### config.mk
export PLATFORM = sky130hd
export DESIGN_NAME = uart_rx_configurable
export DESIGN_NICKNAME = d
export VERILOG_FILES = /design/src/rtl/uart_rx_configurable.sv
export SDC_FILE = /design/constraint.sdc
export NUM_CORES = 1
export LEC_CHECK = 0
export BUFFER_PORTS_ARGS = -buffer_cell sky130_fd_sc_hd__buf_2
export CAP_MARGIN = 20
export CORE_MARGIN = 4
export CORE_UTILIZATION = 50
export CTS_CLUSTER_DIAMETER = 200
export CTS_CLUSTER_SIZE = 10
export DETAILED_ROUTE_END_ITERATION = 10
export GPL_TIMING_DRIVEN = 0
export PLACE_DENSITY = 0.7
export SYNTH_ARGS = -nofsm -noshare
export SYNTH_HDL_FRONTEND = slang
export SYNTH_SLANG_ARGS = --single-unit
### constraint.sdc
create_clock -name i_CLK -period 2.8 [get_ports i_CLK]
set_input_delay 0.28 -clock i_CLK [delete_from_list [all_inputs] [get_ports i_CLK]]
set_output_delay 0.28 -clock i_CLK [all_outputs]
set_load 0.01 [all_outputs]
### src/rtl/uart_rx_configurable.sv
`timescale 1ns/1ps
// uart_rx_configurable: oversampling UART receiver, mid-bit sampling,
// configurable data width, parity mode and stop-bit count.
// Ports:
//   i_CLK        clock, rising edge
//   i_RST_N      async active-low reset
//   i_RX         async serial line, idle high
//   o_DATA       last data word, held until next o_RX_DONE
//   o_RX_DONE    one-cycle pulse per completed frame
//   o_PARITY_ERR parity mismatch of last frame
//   o_FRAME_ERR  low stop bit seen in last frame
//   o_BUSY       receiver not idle
module uart_rx_configurable #(
  parameter int P_CLKS_PER_BIT = 16,
  parameter int P_DATA_BITS    = 8,
  parameter int P_PARITY       = 0,
  parameter int P_STOP_BITS    = 1
) (
  input  logic                   i_CLK,
  input  logic                   i_RST_N,
  input  logic                   i_RX,
  output logic [P_DATA_BITS-1:0] o_DATA,
  output logic                   o_RX_DONE,
  output logic                   o_PARITY_ERR,
  output logic                   o_FRAME_ERR,
  output logic                   o_BUSY
);

  localparam int CW = $clog2(P_CLKS_PER_BIT);
  localparam int BW = $clog2(P_DATA_BITS + 1);
  localparam int H  = P_CLKS_PER_BIT / 2;

  localparam logic [CW-1:0] C_MID = CW'(H - 1);
  localparam logic [CW-1:0] C_END = CW'(P_CLKS_PER_BIT - 1);
  localparam logic [BW-1:0] B_DLAST = BW'(P_DATA_BITS - 1);
  localparam logic [BW-1:0] B_SLAST = BW'(P_STOP_BITS - 1);

  localparam bit HAS_PAR = (P_PARITY != 0);
  localparam bit ODD_PAR = (P_PARITY == 1);

  typedef enum logic [2:0] {
    S_IDLE,
    S_START,
    S_DATA,
    S_PARITY,
    S_STOP,
    S_WAIT_HIGH
  } state_e;

  state_e state_q, state_d;

  logic [1:0]             sync_q;
  logic                   rx_s;
  logic [CW-1:0]          cnt_q, cnt_d;
  logic [BW-1:0]          bit_q, bit_d;
  logic [P_DATA_BITS-1:0] sh_q, sh_d;
  logic                   xor_q, xor_d;
  logic                   perr_q, perr_d;
  logic                   ferr_q, ferr_d;
  logic [P_DATA_BITS-1:0] data_q, data_d;
  logic                   done_q, done_d;
  logic                   perr_o_q, perr_o_d;
  logic                   ferr_o_q, ferr_o_d;

  logic at_mid;
  logic at_end;
  logic par_x;
  logic ferr_now;
  logic [CW-1:0] cnt_inc;

  assign rx_s     = sync_q[1];
  assign at_mid   = (cnt_q == C_MID);
  assign at_end   = (cnt_q == C_END);
  assign cnt_inc  = cnt_q + CW'(1);
  assign par_x    = xor_q ^ rx_s;
  assign ferr_now = ferr_q | ~rx_s;

  always_ff @(posedge i_CLK or negedge i_RST_N) begin
    if (!i_RST_N) begin
      sync_q   <= 2'b11;
      state_q  <= S_IDLE;
      cnt_q    <= '0;
      bit_q    <= '0;
      sh_q     <= '0;
      xor_q    <= 1'b0;
      perr_q   <= 1'b0;
      ferr_q   <= 1'b0;
      data_q   <= '0;
      done_q   <= 1'b0;
      perr_o_q <= 1'b0;
      ferr_o_q <= 1'b0;
    end else begin
      sync_q   <= {sync_q[0], i_RX};
      state_q  <= state_d;
      cnt_q    <= cnt_d;
      bit_q    <= bit_d;
      sh_q     <= sh_d;
      xor_q    <= xor_d;
      perr_q   <= perr_d;
      ferr_q   <= ferr_d;
      data_q   <= data_d;
      done_q   <= done_d;
      perr_o_q <= perr_o_d;
      ferr_o_q <= ferr_o_d;
    end
  end

  always_comb begin
    state_d  = state_q;
    cnt_d    = cnt_q;
    bit_d    = bit_q;
    sh_d     = sh_q;
    xor_d    = xor_q;
    perr_d   = perr_q;
    ferr_d   = ferr_q;
    data_d   = data_q;
    done_d   = 1'b0;
    perr_o_d = perr_o_q;
    ferr_o_d = ferr_o_q;
    unique case (state_q)
      S_IDLE: begin
        if (!rx_s) begin
          state_d = S_START;
          cnt_d   = '0;
        end
      end
      S_START: begin
        if (at_mid) begin
          if (!rx_s) begin
            state_d = S_DATA;
            cnt_d   = '0;
            bit_d   = '0;
            xor_d   = 1'b0;
            perr_d  = 1'b0;
            ferr_d  = 1'b0;
          end else begin
            state_d = S_IDLE;
          end
        end else begin
          cnt_d = cnt_inc;
        end
      end
      S_DATA: begin
        if (at_end) begin
          cnt_d = '0;
          sh_d  = {rx_s, sh_q[P_DATA_BITS-1:1]};
          xor_d = xor_q ^ rx_s;
          if (bit_q == B_DLAST) begin
            bit_d   = '0;
            state_d = HAS_PAR ? S_PARITY : S_STOP;
          end else begin
            bit_d = bit_q + BW'(1);
          end
        end else begin
          cnt_d = cnt_inc;
        end
      end
      S_PARITY: begin
        if (at_end) begin
          cnt_d   = '0;
          perr_d  = ODD_PAR ? ~par_x : par_x;
          state_d = S_STOP;
        end else begin
          cnt_d = cnt_inc;
        end
      end
      S_STOP: begin
        if (at_end) begin
          cnt_d  = '0;
          ferr_d = ferr_now;
          if (bit_q == B_SLAST) begin
            bit_d    = '0;
            data_d   = sh_q;
            perr_o_d = HAS_PAR & perr_q;
            ferr_o_d = ferr_now;
            done_d   = 1'b1;
            // a low stop usually means a break; wait for the
            // line to rise so it cannot look like a new start
            state_d  = ferr_now ? S_WAIT_HIGH : S_IDLE;
          end else begin
            bit_d = bit_q + BW'(1);
          end
        end else begin
          cnt_d = cnt_inc;
        end
      end
      S_WAIT_HIGH: begin
        if (rx_s) state_d = S_IDLE;
      end
      default: state_d = S_IDLE;
    endcase
  end

  assign o_DATA       = data_q;
  assign o_RX_DONE    = done_q;
  assign o_PARITY_ERR = perr_o_q;
  assign o_FRAME_ERR  = ferr_o_q;
  assign o_BUSY       = (state_q != S_IDLE);

endmodule

==> impl_metrics.toml <==
[layout]
areaGrowthSynthToFinish_pct = 14.0
nets = 162
fillers = 271
layout_commonest_cell = "dfrtp_1"
num_antenna_cells = 0
finish.instance_area_um2 = 1830
layout.cells.non_filler = 201
drive_gt1_share_pct = 35.0
multi_input_area_um2 = 738
seq_area_um2 = 803
mostFrequentLayoutCells = "dfrtp_1 (30), mux2_2 (15), buf_2 (14), nand2_1 (8), o21ai_0 (8)"

[timing]
slew_headroom_pct = 53.2
min_period_over_period_pct = 74.3
slew_viol_final = 0
fin_ws_ns = 0.720
max_freq_mhz = 481
clock_skew_ns = 0.00892
finalSetupViolations = 0
hold_viol = 0
tightestPinTransition_ns = 0.702
rsz0062_at_grt = "false"
fin_setup_tns_ns = 0
fin_crit_ns = 2.08

[routing]
drc = 0
firstDrtPassIters = 4
met3_wirelength_um = 125
vias_per_cell = 5.48
drt_iter0_drc = 51
drt-met1-wl_um = 1290
routed_wl_um = 2840
drtAntennaViolNets = 0
top_layer = "met4"
vias = 1102
wl_met2_um = 1380
wire_per_inst_um = 14.1

[cts]
clock_latency_ns = 0.33
post_cts_buffers = 0
htree_levels = 2
clockBufferDepth = 2
cts.repair.resized = 0
cts_sinks = 32
cts-hold-fix-buffers = 1
clk_pin_slew_ns = 0.11
cts_tree = "built"
cts-root-buf = "clkbuf_4"
numCtsBuffers = 5

[floorplanning]
die_area_um2 = 4180
dieHeight_um = 64.6
io_pins = 15
rows = 20
core_um2 = 3050
initial_core_util_pct = 52.5
die_w_um = 64.6

[synth]
ys_types = 50
synthCells = 135
ys.flop_type = "dfrtp_1"
yosysSeqAreaShare_pct = 50.1
async_flop_share_pct = 100
syn_area_um2 = 1600
syn_area_per_cell_um2 = 11.9
yosys_warnings = 0
ys_ff_latch = 32
synth-edff-count = 0
synth_fp_nets = 141

[global_route]
grt_start_max_net_pins = 33
grt_pass1_wl_um = 5020
grt_usage_pct = 15.6
antenna_found_initial = 0
overflow = 0
first_global_vias = 1107

[place]
portBuffers = 13
pre_cts_slack_ns = 0.754
dpl.cell_count = 192
dpl-instance-area_um2 = 1720
hpwl_um = 2050
finalWeightedCongestion = 0.769

[worst_setup_path]
crit_required_ns = 3.03
worstSetupEndpointType = "flop"
crit_fanout = 5
startpoint_type = "flop"
cp.arrival_ns = 2.31
crit_type = "reg -> reg"

[run]
drv_cap = 0

[power_and_ir_drop]
irDropWorstVdd_mv = 0.296
p_per_area_nw_per_um2 = 682
p_leak_nw = 0.871

[status]
outcome = "complete, no violations"

[min_path]
min_path_type = "in -> reg"
## layer usage
metal / track usage, % / up-vias
li1: - / 528
met5: 0 / -
met3: 5.20 / 6
met2: 25.6 / 22
met4: 5.54 / 0
met1: 19.3 / 546
## worst max-delay path, cell delays in order (launching register included)
cell	delay (ns)
dfrtp_1	0.44
inv_1	0.08
ha_1	0.19
or3b_4	0.41
a22oi_4	0.23
nor3b_4	0.27
mux2_1	0.35
## state kept, by name, indices dropped and copies added (netlist names)
name	cells
ferr_q	1
state_q	3
bit_q	4
cnt_q	4
o_FRAME_ERR	1
sync_q	2
o_RX_DONE	1
sh_q	8
o_DATA	8
## power by group
| group | internal, mW | total [mW] | switching [mW] |
|---|---|---|---|
| clock | 0.237 | 0.399 | 0.162 |
| sequential | 0.498 | 0.541 | 0.0436 |
| combinational | 0.139 | 0.306 | 0.167 |
## layout make-up
cell class                      instances  area share, %
Sequential cell                        32           43.9
Multi-Input combinational cell         90           40.4
Timing Repair Buffer                   14           4.10
Clock buffer                            7           3.56
Tap cell                               44           3.01
Buffer                                  6           1.98
Clock inverter                          1           1.64
Inverter                                7           1.44
## through the flow
stage / power (mW) / hold slack [ns] / util [%]
floorplan: 0.784 / -0.0156 / -
finish: 1.25 / 0.0399 / 59.9
detailed placement: 0.855 / 0.353 / 56.5
global route: 1.32 / 0.0110 / 59.9
CTS: 1.26 / 0.0249 / 59.9
global placement: 0.845 / 0.346 / 56.5
## cells in the mapped netlist, drive strengths merged (2+ instances only)
library cell  instances  share of area (%)
dfstp                 2                3.3
ha                    3                2.3
a31oi                 2               0.78
nand3                 6                2.2
dfrtp                30                 47
nor3                  2               0.62
or3b                  3                1.8
nor3b                 4                3.2
nor2                  4               0.94
or3                   3                1.2
nand2                 8                1.9
a21oi                 2               0.62
inv                   7                1.6
xor2                  2                1.1
buf                   4                1.7
o2bb2ai               2                1.1
mux2                 17                 12
nand2b                2               0.78
clkbuf                2               0.55
nand3b                2               0.94
o21ai                 8                2.5
## cells by family (layout without fill, tap and decap cells)
group	after synthesis	after routing	synth area share, %
AO/OA/AOI/OAI	25	25	12.3
XOR/XNOR	3	3	1.64
adder cells (fa/ha/maj)	3	3	2.34
buffers and inverters	13	35	3.90
flip-flops	32	32	50.1
multiplexers	18	18	12.8
other	1	1	0.234
AND/OR/NAND/NOR	40	40	16.7
## path summary, 6_finish.rpt
path	start	endpoint	slack [ns]	cells past startpoint
min in group asynchronous	i_RST_N	bit_q[1]	0.51	2
min reg2reg	sync_q[0]	sync_q[1]	0.36	0
max in group asynchronous	i_RST_N	sh_q[1]	1.83	2
min	i_RX	sync_q[0]	0.04	1
max reg2reg	bit_q[0]	state_q[1]	0.72	6
max	bit_q[0]	state_q[1]	0.72	6
Power figures use the tool's default switching activity.
